### src/rtl/if_stage_if.sv
// if_stage_if: instruction-memory request/grant/rvalid bus between the fetch stage and memory.
interface if_stage_if;
    localparam int unsigned XLEN = 32;

    logic            instr_req_o;
    logic [XLEN-1:0] instr_addr_o;
    logic            instr_gnt_i;
    logic            instr_rvalid_i;
    logic [XLEN-1:0] instr_rdata_i;

    modport master (
        output instr_req_o, instr_addr_o,
        input  instr_gnt_i, instr_rvalid_i, instr_rdata_i
    );

    modport slave (
        input  instr_req_o, instr_addr_o,
        output instr_gnt_i, instr_rvalid_i, instr_rdata_i
    );
endinterface

### src/rtl/if_stage.sv
// if_stage: instruction fetch stage. It owns the fetch PC, keeps one memory request in flight,
// buffers responses in a prefetch FIFO and presents instruction/PC/PC+4 to decode.
// Build option: define IF_BYPASS_EN to forward a response straight into decode when the FIFO is empty.
module if_stage #(
    parameter logic [31:0] BOOT_ADDR  = 32'h0000_0000,
    parameter int unsigned FIFO_DEPTH = 2,
    parameter logic [31:0] NOP_INSTR  = 32'h0000_0013
) (
    input  logic        clk,
    input  logic        rst_n,
    if_stage_if.master  mem,
    input  logic        stall_i,
    input  logic        brj_i,
    input  logic [31:0] brj_pc_i,
    output logic [31:0] d_instruction_o,
    output logic [31:0] d_pc_o,
    output logic [31:0] d_pc4_o
);
    localparam int unsigned XLEN  = 32;
    localparam int unsigned PTR_W = $clog2(FIFO_DEPTH);
    localparam int unsigned CNT_W = PTR_W + 1;

    typedef enum logic {ST_REQ, ST_WAIT} state_t;

    state_t            state_q, state_d;
    logic [XLEN-1:0]   fetch_pc_q, fetch_pc_d;
    logic [XLEN-1:0]   out_pc_q, out_pc_d;
    logic              discard_q, discard_d;
    logic              req_q, req_d;
    logic [PTR_W-1:0]  rd_ptr_q, rd_ptr_d, wr_ptr_q, wr_ptr_d;
    logic [CNT_W-1:0]  count_q, count_d;
    logic [XLEN-1:0]   instr_d, pc_d, pc4_d;
    logic [XLEN-1:0]   fifo_pc    [FIFO_DEPTH];
    logic [XLEN-1:0]   fifo_instr [FIFO_DEPTH];

    logic              redirect, fifo_empty, rsp_ok, bypass, push, pop;
    logic [XLEN-1:0]   target;
    logic              brj_pc_unused;

    assign mem.instr_req_o  = req_q;
    assign mem.instr_addr_o = fetch_pc_q;

    // A stalled decode cannot take a redirect; low address bits are dropped.
    assign redirect      = brj_i & ~stall_i;
    assign target        = {brj_pc_i[XLEN-1:2], 2'b00};
    assign brj_pc_unused = ^brj_pc_i[1:0];
    assign fifo_empty    = (count_q == '0);

    // A response is kept only in WAIT, when not marked stale and not flushed by a redirect now.
    assign rsp_ok = (state_q == ST_WAIT) & mem.instr_rvalid_i & ~discard_q & ~redirect;
`ifdef IF_BYPASS_EN
    assign bypass = rsp_ok & fifo_empty & ~stall_i;
`else
    assign bypass = 1'b0;
`endif
    assign push = rsp_ok & ~bypass;
    assign pop  = ~stall_i & ~redirect & ~fifo_empty;

    // Next-state, fetch PC, FIFO bookkeeping and decode register selection.
    always_comb begin
        state_d    = state_q;
        fetch_pc_d = fetch_pc_q;
        out_pc_d   = out_pc_q;
        discard_d  = discard_q;
        rd_ptr_d   = rd_ptr_q;
        wr_ptr_d   = wr_ptr_q;
        count_d    = count_q;
        instr_d    = d_instruction_o;
        pc_d       = d_pc_o;
        pc4_d      = d_pc4_o;

        unique case (state_q)
            ST_REQ: begin
                if (req_q && mem.instr_gnt_i) begin
                    out_pc_d   = fetch_pc_q;
                    fetch_pc_d = fetch_pc_q + 32'd4;
                    state_d    = ST_WAIT;
                end
            end
            ST_WAIT: begin
                if (mem.instr_rvalid_i) begin
                    discard_d = 1'b0;
                    state_d   = ST_REQ;
                end
            end
            default: state_d = ST_REQ;
        endcase

        if (redirect) begin
            fetch_pc_d = target;
            rd_ptr_d   = '0;
            wr_ptr_d   = '0;
            count_d    = '0;
            // A request still in flight after this edge must have its response dropped.
            // If its response arrives right now it is simply not kept and fetch resumes.
            if ((state_q == ST_WAIT && !mem.instr_rvalid_i) ||
                (state_q == ST_REQ && req_q && mem.instr_gnt_i)) begin
                discard_d = 1'b1;
                state_d   = ST_WAIT;
            end
        end else begin
            rd_ptr_d = rd_ptr_q + PTR_W'(pop);
            wr_ptr_d = wr_ptr_q + PTR_W'(push);
            count_d  = count_q + CNT_W'(push) - CNT_W'(pop);
        end

        if (stall_i) begin
            instr_d = d_instruction_o;
        end else if (brj_i) begin
            instr_d = NOP_INSTR;
        end else if (!fifo_empty) begin
            instr_d = fifo_instr[rd_ptr_q];
            pc_d    = fifo_pc[rd_ptr_q];
            pc4_d   = fifo_pc[rd_ptr_q] + 32'd4;
        end else if (bypass) begin
            instr_d = mem.instr_rdata_i;
            pc_d    = out_pc_q;
            pc4_d   = out_pc_q + 32'd4;
        end else begin
            instr_d = NOP_INSTR;
        end
    end

    // Only request when nothing is outstanding and the FIFO will have room for the answer.
    assign req_d = (state_d == ST_REQ) && (count_d < CNT_W'(FIFO_DEPTH));

    // State and control registers.
    always_ff @(posedge clk or negedge rst_n) begin
        if (!rst_n) begin
            state_q         <= ST_REQ;
            fetch_pc_q      <= BOOT_ADDR;
            out_pc_q        <= BOOT_ADDR;
            discard_q       <= 1'b0;
            req_q           <= 1'b0;
            rd_ptr_q        <= '0;
            wr_ptr_q        <= '0;
            count_q         <= '0;
            d_instruction_o <= NOP_INSTR;
            d_pc_o          <= '0;
            d_pc4_o         <= '0;
        end else begin
            state_q         <= state_d;
            fetch_pc_q      <= fetch_pc_d;
            out_pc_q        <= out_pc_d;
            discard_q       <= discard_d;
            req_q           <= req_d;
            rd_ptr_q        <= rd_ptr_d;
            wr_ptr_q        <= wr_ptr_d;
            count_q         <= count_d;
            d_instruction_o <= instr_d;
            d_pc_o          <= pc_d;
            d_pc4_o         <= pc4_d;
        end
    end

    // Prefetch storage; validity is tracked by the pointers, so no reset is needed.
    always_ff @(posedge clk) begin
        if (push) begin
            fifo_pc[wr_ptr_q]    <= out_pc_q;
            fifo_instr[wr_ptr_q] <= mem.instr_rdata_i;
        end
    end
endmodule

### src/flat_wrapper.sv
// flat-port wrapper written by rule: the top's interface ports become plain ports
module if_stage_flat 
#(
    parameter logic [31:0] BOOT_ADDR  = 32'h0000_0000,
    parameter int unsigned FIFO_DEPTH = 2,
    parameter logic [31:0] NOP_INSTR  = 32'h0000_0013
)
  (clk, rst_n, stall_i, brj_i, brj_pc_i, d_instruction_o, d_pc_o, d_pc4_o, mem_instr_req_o, mem_instr_addr_o, mem_instr_gnt_i, mem_instr_rvalid_i, mem_instr_rdata_i);
  if_stage_if mem_i ();
  input  logic clk;
  input  logic rst_n;
  input  logic stall_i;
  input  logic brj_i;
  input  logic [31:0] brj_pc_i;
  output logic [31:0] d_instruction_o;
  output logic [31:0] d_pc_o;
  output logic [31:0] d_pc4_o;
  output wire logic [$bits(mem_i.instr_req_o)-1:0] mem_instr_req_o;
  output wire logic [$bits(mem_i.instr_addr_o)-1:0] mem_instr_addr_o;
  input wire logic [$bits(mem_i.instr_gnt_i)-1:0] mem_instr_gnt_i;
  input wire logic [$bits(mem_i.instr_rvalid_i)-1:0] mem_instr_rvalid_i;
  input wire logic [$bits(mem_i.instr_rdata_i)-1:0] mem_instr_rdata_i;
  assign mem_instr_req_o = mem_i.instr_req_o;
  assign mem_instr_addr_o = mem_i.instr_addr_o;
  assign mem_i.instr_gnt_i = mem_instr_gnt_i;
  assign mem_i.instr_rvalid_i = mem_instr_rvalid_i;
  assign mem_i.instr_rdata_i = mem_instr_rdata_i;
  if_stage #(.BOOT_ADDR(BOOT_ADDR), .FIFO_DEPTH(FIFO_DEPTH), .NOP_INSTR(NOP_INSTR)) u_core (.clk(clk), .rst_n(rst_n), .mem(mem_i), .stall_i(stall_i), .brj_i(brj_i), .brj_pc_i(brj_pc_i), .d_instruction_o(d_instruction_o), .d_pc_o(d_pc_o), .d_pc4_o(d_pc4_o));
endmodule
### config.mk
export PLATFORM = sky130hd
export DESIGN_NAME = if_stage_flat
export DESIGN_NICKNAME = d
export VERILOG_FILES = /design/src/rtl/if_stage_if.sv /design/src/rtl/if_stage.sv /design/src/flat_wrapper.sv
export SDC_FILE = /design/constraint.sdc
export NUM_CORES = 1
export LEC_CHECK = 0
export CAP_MARGIN = 20
export CORE_UTILIZATION = 40
export CTS_CLUSTER_SIZE = 20
export DETAILED_ROUTE_END_ITERATION = 8
export SLEW_MARGIN = 20
export SYNTH_ARGS = -nofsm -noshare
export SYNTH_HDL_FRONTEND = slang
export SYNTH_SLANG_ARGS = --single-unit
### constraint.sdc
create_clock -name clk -period 3.23 [get_ports clk]
set_input_delay 0.969 -clock clk [delete_from_list [all_inputs] [get_ports clk]]
set_output_delay 0.969 -clock clk [all_outputs]
set_load 0.005 [all_outputs]
==> results of run 1 <==
-- cell type report --
| class | count | area [um^2] |
|---|---|---|
| sequential | 283 | 7710 |
| clock inverter | 13 | 166 |
| clock buffer | 43 | 932 |
| fill | 2578 | 13600 |
| timing repair buffer | 210 | 2120 |
| multi-input combinational | 636 | 3820 |
| inverter | 10 | 37.5 |
| tap | 384 | 480 |
-- state kept, by name, summed over array words and instances, names as in the netlist, 2 cells and up --
name                     flops
u_core.fifo_instr           64
u_core.fifo_pc              60
u_core.d_instruction_o      32
u_core.d_pc4_o              30
u_core.d_pc_o               30
u_core.mem.instr_addr_o     30
u_core.out_pc_q             30
u_core.count_q               2
-- metrics by stage --
stage	TNS (ps)	hold slack, ps
2_1_floorplan	-10860	442
5_1_grt	0	469
4_1_cts	0	455
3_5_place_dp	0	453
3_3_place_gp	0	452
6_report	0	430
-- per-layer routing --
metal | part of all wire (%) | wire length [um]
met3 | 6.3 | 1660
met2 | 45 | 11800
met1 | 48 | 12700
met4 | 1.0 | 273
met5 | 0 | 0
-- logic make-up (layout without fill, tap and decap cells) --
family / count (synthesis) / in the layout / synth area share (%)
and+or+nand+nor: 361 / 361 / 14.6
AOI/OAI and AO/OA: 152 / 152 / 7.68
muxes: 66 / 66 / 5.69
buffers and inverters: 62 / 276 / 2.57
adders and majority gates: 6 / 6 / 0.638
DFF: 283 / 283 / 65.5
other: 1 / 6 / 0.0319
xor gates and xnor gates: 45 / 45 / 3.35
-- worst max-delay path by stage --
| stage | start | end | slack, ps | cells after the start |
|---|---|---|---|---|
| floorplan | stall_i | u_core.fifo_instr[0][0]$_DFFE_PP_ | -90 | 6 |
| global placement | stall_i | u_core.mem.instr_req_o$_DFF_PN0_ | 330 | 11 |
| detailed placement | stall_i | u_core.d_instruction_o[24]$_DFFE_PN0N_ | 300 | 6 |
| CTS | u_core.rd_ptr_q$_DFF_PN0_ | u_core.d_pc4_o[28]$_DFFE_PN0P_ | 570 | 6 |
| global route | u_core.rd_ptr_q$_DFF_PN0_ | u_core.d_pc4_o[28]$_DFFE_PN0P_ | 430 | 6 |
| finish | u_core.rd_ptr_q$_DFF_PN0_ | u_core.d_pc4_o[28]$_DFFE_PN0P_ | 580 | 6 |
-- power by group through the flow --
| stage | logic, mW | clock network, mW | registers, mW |
|---|---|---|---|
| final | 3.01 | 3.69 | 5.44 |
| after global routing | 3.34 | 3.91 | 5.57 |
| after CTS | 3.06 | 3.78 | 5.45 |
| after detailed placement | 3.05 | 0 | 5.51 |
| after global placement | 2.99 | 0 | 5.48 |
| after floorplan | 1.56 | 0 | 5.30 |
-- critical path, delay by kind of cell (launching register included) --
family | cells | cell delay [ps]
AOI/OAI and AO/OA | 3 | 960
muxes | 1 | 280
and+or+nand+nor | 1 | 330
DFF | 1 | 760
adders and majority gates | 1 | 190
-- cells in the mapped netlist (6+ instances only) --
library cell  number  area share [%]
a21o_1             9            0.57
dfrtp_1          156              33
o21ai_0           98             4.2
clkbuf_1          31            0.99
nand2_1          219             7.0
and3_1            10            0.53
inv_1             10            0.32
mux2_2             7            0.67
nor4_1             7            0.37
ha_1               6            0.64
edfxtp_1         124              32
xnor2_1           28             2.1
and2_1             7            0.37
a22oi_1            7            0.45
mux2i_1           59             5.0
nand3_1           30             1.3
xor2_1            17             1.3
buf_4             11            0.70
nor2_1            25            0.80
a21oi_1            9            0.38
nand4_1           12            0.64
and4_1             6            0.45
==> run metrics, run 1 <==
outcome finished clean; die span in y approximately 170 um; fin nets about 1200; Yosys cell types 59; Die ar. approximately 0.030 mm^2; final instance area approximately 0.015 mm^2; clock-pin slew on the worst setup and hold paths around 60 ps; reg-to-reg critical path startpoint u_core.rd_ptr_q$_DFF_PN0_; grt met3 use 4.12%; Hold Buf Count CTS 0; area post-placement roughly 0.014 mm^2; final hold viol count 0; Setup Fix Bufs, Post-CTS 0; Root Driver clkbuf_16; grt total ovfl 0; synthesized cell area 0.0118 mm^2; Starting Density 40.8%; GRT met2 Usage a little over a quarter; slew margin rel. a little over half; design internal power just under 9 mW; post-placement worst setup slack between 200 and 300 ps; total clock sinks around 280; PortBufs 190; Area Growth Syn to Fin 29.7%; worst setup margin around 580 ps; final core occ 52.9%; post-CTS sizing 0; RSZ-0062 raised after global routing no; Final HPWL DP roughly 18000 um; Worst R2R Path Depth 6; Synth Warn # 0; vias in the first global route between 7000 and 8000; sequential fraction of design power between 40% and 50%; Site Rows between 60 and 70; DR pass1 iterations 5; CP max-delay cell dfrtp_4; final cycle utilization of the critical path about four fifths; Worst path max stage delay 760 ps; DR iter-0 viols between 500 and 600; wirelength, routed 26400 um; CP required roughly 3700 ps; Slew Limit Fails 0; layout cells sized above 1 8.37%; Setup-failing EPs final 0; ant diodes 0; Peak VDD IR 0.471 mV; logic gate share of total power between 20% and 30%; busiest grt layer met2; GP Congestion 0.781; critical-path cell list mux2_2, ha_1, a21boi_4, nand4b_1, o31a_1, o31ai_1; Sw Ratio 28.0%; GR Util met1 roughly a quarter; ys flop type dfrtp_1; syn avg cell area about 12 um^2; clock buffer depth 3; Critical Path AT roughly 3100 ps; Seq cells post-synth approximately 280; Worst Tran Pin Value between 600 and 700 ps; antenna-violating nets left 0; min Tclk post-route about 2600 ps; initial antenna violation count 0; async set-reset flop share out of synthesis 56.2%; WS Path Type reg -> reg; commonest non-fill, non-tap cell in the layout nand2_1; CP Capture Type register; fmax 378 MHz; number of remaining DRC errors 0; Layout Skew around 8.0 ps; largest net degree at the start of global routing approximately 110; Routed WL per cell 16.7 um; R2R Setup Slk 580 ps; first-pass GRT wire length about 43000 um; Placeable Area around 0.029 mm^2; Clk pwr share 30.4%; kind of start point of the critical path register; # IOs slightly below 200; final non-filler cell total 1579; H-tree depth 1; die width roughly 170 um; max_cap viols 0; Pleak ~6.1 nW; Skew-Pair Late Insertion Delay 540 ps; CTS Buf Count 30; vias per std cell 4.92; Post-synth EDFFs around 120; share of the yosys chip area belonging to registers between 60% and 70%; via count approximately 8000; class of the tightest hold or removal check in -> async; TritonCTS clock tree done; post-synthesis cell count roughly 980; Total Power around 12 mW; P per Cell Area ~800 mW/mm^2; All-Layer GR Usage about 18%; Critical Path Fanout Max 45; reg2reg end u_core.d_pc4_o[28]$_DFFE_PN0P_; most frequent cells in the layout 219 x nand2_1, 189 x clkdlybuf4s50_1, 155 x dfrtp_1; Switch Pwr 3.40 mW; placed insts ~1500
No activity file was read; power rests on OpenSTA's default activity.
==> run 2: changes to the inputs <==
--- a/config.mk
+++ b/config.mk
@@ -9,6 +9,7 @@
 export CORE_UTILIZATION = 40
 export CTS_CLUSTER_SIZE = 20
 export DETAILED_ROUTE_END_ITERATION = 8
+export PLACE_DENSITY = 0.65
 export SLEW_MARGIN = 20
 export SYNTH_ARGS = -nofsm -noshare
 export SYNTH_HDL_FRONTEND = slang
==> constraint.sdc (replaced) <==
create_clock -name clk -period 2.3 [get_ports clk]
set_input_delay 0.69 -clock clk [delete_from_list [all_inputs] [get_ports clk]]
set_output_delay 0.69 -clock clk [all_outputs]
set_load 0.005 [all_outputs]
==> run 2 against run 1 <==
  * Critical path depth down 5
  * Sequential cell count is the same
  * Setup slack worse by 540 ps
  * Clock power rose by 28%
  * Routed wire length is 2.6% higher
  * Clock-buffer cell count is 2 higher
  * Worst hold slack lost 410 ps
  * Die area did not move
  * Combinational power rose by 50%
  * Sequential power increased by 40%
  * Clock skew rose by 14 ps
  * Sequential share of layout area down 0.98 points
  * Critical path type is now reg -> out
==> run metrics, run 2 (same netlist as run 1, synthesis figures left out) <==
outcome finished clean (unchanged); die span in y 174 um (unchanged); clock-pin slew on the worst setup and hold paths 60 ps (about the same); Biggest register u_core.fifo_instr (unchanged); layout cells sized above 1 12.5% (was 8.37%); first-pass GRT wire length 43400 um (was 42600 um); wirelength, routed 27100 um (was 26400 um); Setup crit start u_core.mem.instr_addr_o[22]$_DFFE_PN0P_ (was u_core.rd_ptr_q$_DFF_PN0_); placed insts 1560 (was 1523); class of the tightest hold or removal check in -> async (unchanged); CTS Buf Count 30 (unchanged); fmax between 400 and 500 MHz; Setup-failing EPs final 0 (unchanged); Pleak 6.20 nW (was 6.05 nW); total clock sinks 283 (unchanged); # IOs 199 (unchanged); CP Capture Type primary output (was register); Worst path max stage delay 550 ps (was 760 ps); kind of start point of the critical path register (unchanged); CP max-delay cell clkdlybuf4s50_1 (was dfrtp_4); GP Congestion 0.810 (was 0.781); final cycle utilization of the critical path a little over nine tenths; biggest regs u_core.fifo_instr x64, u_core.fifo_pc x60, u_core.d_instruction_o x32 (unchanged); Skew-Pair Late Insertion Delay 550 ps (was 540 ps); CP delay by family, top buffers and inverters (was compound AO/OA/AOI/OAI gates); PortBufs 190 (unchanged); Placeable Area 0.0289 mm^2 (unchanged); die width 174 um (unchanged); H-tree depth 1 (unchanged); final non-filler cell total 1620 (was 1579); TritonCTS clock tree done (unchanged); DR iter-0 viols 496 (was 579); Critical Path Fanout Max 4 (was 45); WS Path Type reg -> out (was reg -> reg); number of remaining DRC errors 0 (unchanged); reg-to-reg critical path startpoint u_core.rd_ptr_q$_DFF_PN0_ (unchanged); RSZ-0062 raised after global routing no (unchanged); Worst Tran Pin Value 520 ps (was 690 ps); Routed WL per cell 16.7 um (about the same); vias in the first global route 7782 (was 7609); Area Growth Syn to Fin 32.6% (was 29.7%); R2R Setup Slk 90 ps (was 580 ps); min Tclk post-route 2250 ps; largest net degree at the start of global routing 59 (was 108); Site Rows 62 (unchanged); most frequent cells in the layout 219 x nand2_1, 187 x clkdlybuf4s50_1, 139 x dfrtp_1 (was 219 x nand2_1, 189 x clkdlybuf4s50_1, 155 x dfrtp_1); Slew Limit Fails 0 (unchanged); final hold viol count 0 (unchanged); CP required 1610 ps (was 3670 ps); WP buf/inv 1 (was 0); via count 8040 (was 7772); Starting Density 40.8% (unchanged); commonest non-fill, non-tap cell in the layout nand2_1 (unchanged); max reg flops 64 (unchanged); antenna-violating nets left 0 (unchanged); fin nets 1286 (was 1247); All-Layer GR Usage 18.1% (was 17.7%); clock buffer depth 3 (unchanged); critical-path cell list clkdlybuf4s50_1 (was mux2_2, ha_1, a21boi_4, nand4b_1, o31a_1, o31ai_1); initial antenna violation count 2 (was 0); slew margin rel. 65.3% (was 54.0%); Peak VDD IR 0.602 mV (was 0.471 mV); max_cap viols 0 (unchanged); Die ar. 0.0301 mm^2 (unchanged); area post-placement 0.0146 mm^2 (was 0.0142 mm^2); Layout Skew 21.8 ps (was 8.04 ps); grt total ovfl 0 (unchanged); DR pass1 iterations 5 (unchanged); vias per std cell 4.96 (was 4.92); Critical Path AT 1560 ps (was 3090 ps); Root Driver clkbuf_16 (unchanged); P per Cell Area 1080 mW/mm^2 (was 795 mW/mm^2); final instance area 0.0156 mm^2 (was 0.0153 mm^2); Final HPWL DP 19200 um (was 18000 um)
-- run 2: changes by cell type in the layout (fill, tap and decap cells not counted), sizes merged --
| cell | before | now |
|---|---|---|
| dlymetal6s2s | 0 | 2 |
| inv | 10 | 11 |
| bufinv | 4 | 1 |
| diode | 0 | 2 |
| buf | 21 | 60 |
| clkbuf | 43 | 45 |
| clkdlybuf4s50 | 189 | 187 |
-- run 2: report_power, final --
part	switching, mW	internal [mW]	total, mW	leakage [nW]
Combinational	1.99	2.54	4.52	2.60
Clock	1.92	2.80	4.72	0.494
Sequential	0.931	6.69	7.62	3.11
Total	4.83	12.0	16.9	6.20
-- run 2: area by class of cell --
cell class / count / area [um^2]
Fill cell: 2528 / 13200
Sequential cell: 283 / 7730
Tap cell: 384 / 480
Clock inverter: 11 / 81.3
Clock buffer: 45 / 900
Antenna cell: 2 / 5.00
Inverter: 10 / 40.0
Multi-Input combinational cell: 636 / 3850
Timing Repair Buffer: 249 / 2520
-- run 2: final timing paths --
kind / endpoint / cells after the start
setup / recovery: mem_instr_addr_o[22] / 1
hold / removal: u_core.d_instruction_o[12]$_DFFE_PN0N_ / 1
setup reg to reg: u_core.d_pc4_o[28]$_DFFE_PN0P_ / 6
hold reg to reg: u_core.fifo_pc[0][5]$_DFFE_PP_ / 0
max in group asynchronous: u_core.d_pc_o[12]$_DFFE_PN0P_ / 2
min in group clk: u_core.fifo_pc[0][5]$_DFFE_PP_ / 0
-- run 2: layer usage --
layer  vias up  GRT usage [%]  wire length (um)
met5         -              0                 0
met4         0           4.98               569
met3        39           3.33              1530
met2       216           27.6             12100
met1      3861           26.5             12900
li1       3924              -                 -
-- run 2: what timing repair did --
action / in CTS / in global routing
hold buffers: 0 / 0
cloned: 0 / 0
endpoints found under the setup margin: 6 / 15
pin swaps: 0 / 1
setup buffers: 0 / 2
resized for setup: 6 / 14
-- run 2: metrics by stage --
stage,hold slack (ps),util (%),setup slack (ps),total power [mW],setup TNS [ps]
floorplan,394,-,-29.3,9.71,-3640
global placement,453,50.5,-199,12.1,-9780
detailed placement,465,50.5,-227,12.3,-13620
CTS,17.6,53.9,3.81,17.0,0
global route,21.5,54.1,2.78,17.8,0
finish,15.1,54.1,46.2,16.9,0
==> run 3: changes to the inputs <==
--- a/config.mk
+++ b/config.mk
@@ -9,7 +9,8 @@
 export CORE_UTILIZATION = 40
 export CTS_CLUSTER_SIZE = 20
 export DETAILED_ROUTE_END_ITERATION = 8
-export PLACE_DENSITY = 0.65
+export MAX_ROUTING_LAYER = met4
+export PLACE_DENSITY_LB_ADDON = 0.08
 export SLEW_MARGIN = 20
 export SYNTH_ARGS = -nofsm -noshare
 export SYNTH_HDL_FRONTEND = slang
==> run 3 against run 2 <==
  * Sequential cell count stayed put
  * Sequential share of layout area is 0.084 points lower
  * Register-to-register slack hardly changed
==> run metrics, run 3 (same netlist as run 1, synthesis figures left out) <==
slew margin rel. 64.2% (was 65.3%); layout cells sized above 1 11.2% (was 12.5%); # IOs 199 (unchanged); reg2reg end u_core.d_pc4_o[17]$_DFFE_PN0P_ (was u_core.d_pc4_o[28]$_DFFE_PN0P_); Worst R2R Path Depth 7 (was 6); reg-to-reg critical path startpoint u_core.rd_ptr_q$_DFF_PN0_ (unchanged); vias in the first global route 8029 (was 7782); Layout Skew 13.3 ps (was 21.8 ps); Pleak 6.25 nW (was 6.20 nW); fin nets 1288 (was 1286); Area Growth Syn to Fin 32.8% (was 32.6%); WP buf/inv 1 (unchanged); CP max-delay cell dfstp_2 (was clkdlybuf4s50_1); class of the tightest hold or removal check in -> async (unchanged); All-Layer GR Usage 18.9% (was 18.1%); clock buffer depth 3 (unchanged); fmax 444 MHz (about the same); Die ar. 0.0301 mm^2 (unchanged); number of remaining DRC errors 0 (unchanged); WS Path Type reg -> out (unchanged); initial antenna violation count 2 (unchanged); Starting Density 40.8% (unchanged); Biggest register u_core.fifo_instr (unchanged); Setup crit start u_core.d_instruction_o[4]$_DFFE_PN1N_ (was u_core.mem.instr_addr_o[22]$_DFFE_PN0P_); hold_ws 89.1 ps (was 15.1 ps); R2R Setup Slk 100 ps (was 90 ps); critical-path cell list clkdlybuf4s50_1 (unchanged); biggest regs u_core.fifo_instr x64, u_core.fifo_pc x60, u_core.d_instruction_o x32 (unchanged); DR iter-0 viols 462 (was 496); final hold viol count 0 (unchanged); die span in y 174 um (unchanged); post-placement worst setup slack -259 ps (was -227 ps); grt total ovfl 0 (unchanged); max reg flops 64 (unchanged); Slew Limit Fails 0 (unchanged); most frequent cells in the layout 219 x nand2_1, 181 x clkdlybuf4s50_1, 142 x dfrtp_1 (was 219 x nand2_1, 187 x clkdlybuf4s50_1, 139 x dfrtp_1); Peak VDD IR 0.625 mV (was 0.602 mV); largest net degree at the start of global routing 58 (was 59); CP required 1610 ps (about the same); die width 174 um (unchanged); Site Rows 62 (unchanged); Root Driver clkbuf_16 (unchanged); CP Capture Type primary output (unchanged); DR pass1 iterations 4 (was 5); PortBufs 190 (unchanged); kind of start point of the critical path register (unchanged); Worst Tran Pin Value 521 ps (was 520 ps); Total Power 16.8 mW (was 16.9 mW); H-tree depth 1 (unchanged); antenna-violating nets left 0 (unchanged); RSZ-0062 raised after global routing yes (was no); TritonCTS clock tree done (unchanged); outcome finished clean (unchanged); setup TNS 0 ps (unchanged); Worst path max stage delay 520 ps (was 550 ps); commonest non-fill, non-tap cell in the layout nand2_1 (unchanged); Hold Buf Count CTS 0 (unchanged); first-pass GRT wire length 44100 um (was 43400 um); Critical Path AT 1560 ps (about the same); Placeable Area 0.0289 mm^2 (unchanged); clock-pin slew on the worst setup and hold paths 60 ps (about the same); Final HPWL DP 19000 um (was 19200 um); Skew-Pair Late Insertion Delay 560 ps (was 550 ps); vias per std cell 4.85 (was 4.96); total clock sinks 283 (unchanged); GP Congestion 0.797 (was 0.810); Routed WL per cell 16.7 um (about the same); Setup-failing EPs final 0 (unchanged); min Tclk post-route 2250 ps (about the same); fillers 2538 (was 2528); final core occ 54.2% (was 54.1%); CP delay by family, top flip-flops (was buffers and inverters); worst setup margin 48.0 ps (was 46.2 ps); wirelength, routed 27000 um (was 27100 um); Critical Path Fanout Max 2 (was 4); P per Cell Area 1080 mW/mm^2 (about the same); final cycle utilization of the critical path 97.9% (was 98.0%); CTS Buf Count 31 (was 30); via count 7859 (was 8040); max_cap viols 0 (unchanged)
run 3: cell count changes in the layout (fill, tap and decap cells not counted), moves of 2 or more:
cell	delta
buf_12	+3
clkinv_2	-9
dfrtp_2	-3
dlymetal6s2s_1	+5
clkbuf_8	-3
clkdlybuf4s50_1	-6
clkbuf_1	+13
dfrtp_1	+3
buf_4	-2
run 3: per-layer routing:
layer / up-vias / share of wire (%) / GRT usage [%]
met5: - / 0 / -
met4: 0 / 2.0 / 4.09
met3: 31 / 6.2 / 4.65
met2: 181 / 45 / 28.5
met1: 3725 / 47 / 26.0
li1: 3922 / - / -
run 3: area by class of cell:
cell class	count	area [um^2]	share of cell area (%)
sequential	283	7730	49.4
multi-input combinational	636	3860	24.7
timing repair buffer	250	2580	16.5
clock buffer	53	868	5.56
tap	384	480	3.07
clock inverter	4	72.6	0.464
inverter	10	40.0	0.256
antenna	2	5.00	0.0320
run 3: through the flow:
step                      instance area, um^2  cells
after floorplan                         11900    981
after global placement                  14600   1559
after detailed placement                14600   1559
after CTS                               15500   1616
after global routing                    15600   1622
final                                   15600   1622
run 3: power breakdown:
group / switching [mW] / internal, mW
registers: 0.862 / 6.69
logic: 2.02 / 2.60
clock network: 1.88 / 2.76
run 3: how the worst max path moves through the flow:
| stage | endpoint | depth (start not counted) |
|---|---|---|
| after floorplan | u_core.fifo_instr[0][0]$_DFFE_PP_ | 6 |
| after global placement | u_core.mem.instr_req_o$_DFF_PN0_ | 11 |
| after detailed placement | u_core.mem.instr_req_o$_DFF_PN0_ | 11 |
| after CTS | mem_instr_addr_o[12] | 1 |
| after global routing | u_core.d_pc4_o[26]$_DFFE_PN0P_ | 6 |
| final | d_instruction_o[4] | 1 |
run 3: repair_timing:
item                       CTS  global route
gates resized for setup     12            11
pin swaps                    0             1
setup endpoints to repair   12            15
setup buffers                0             4
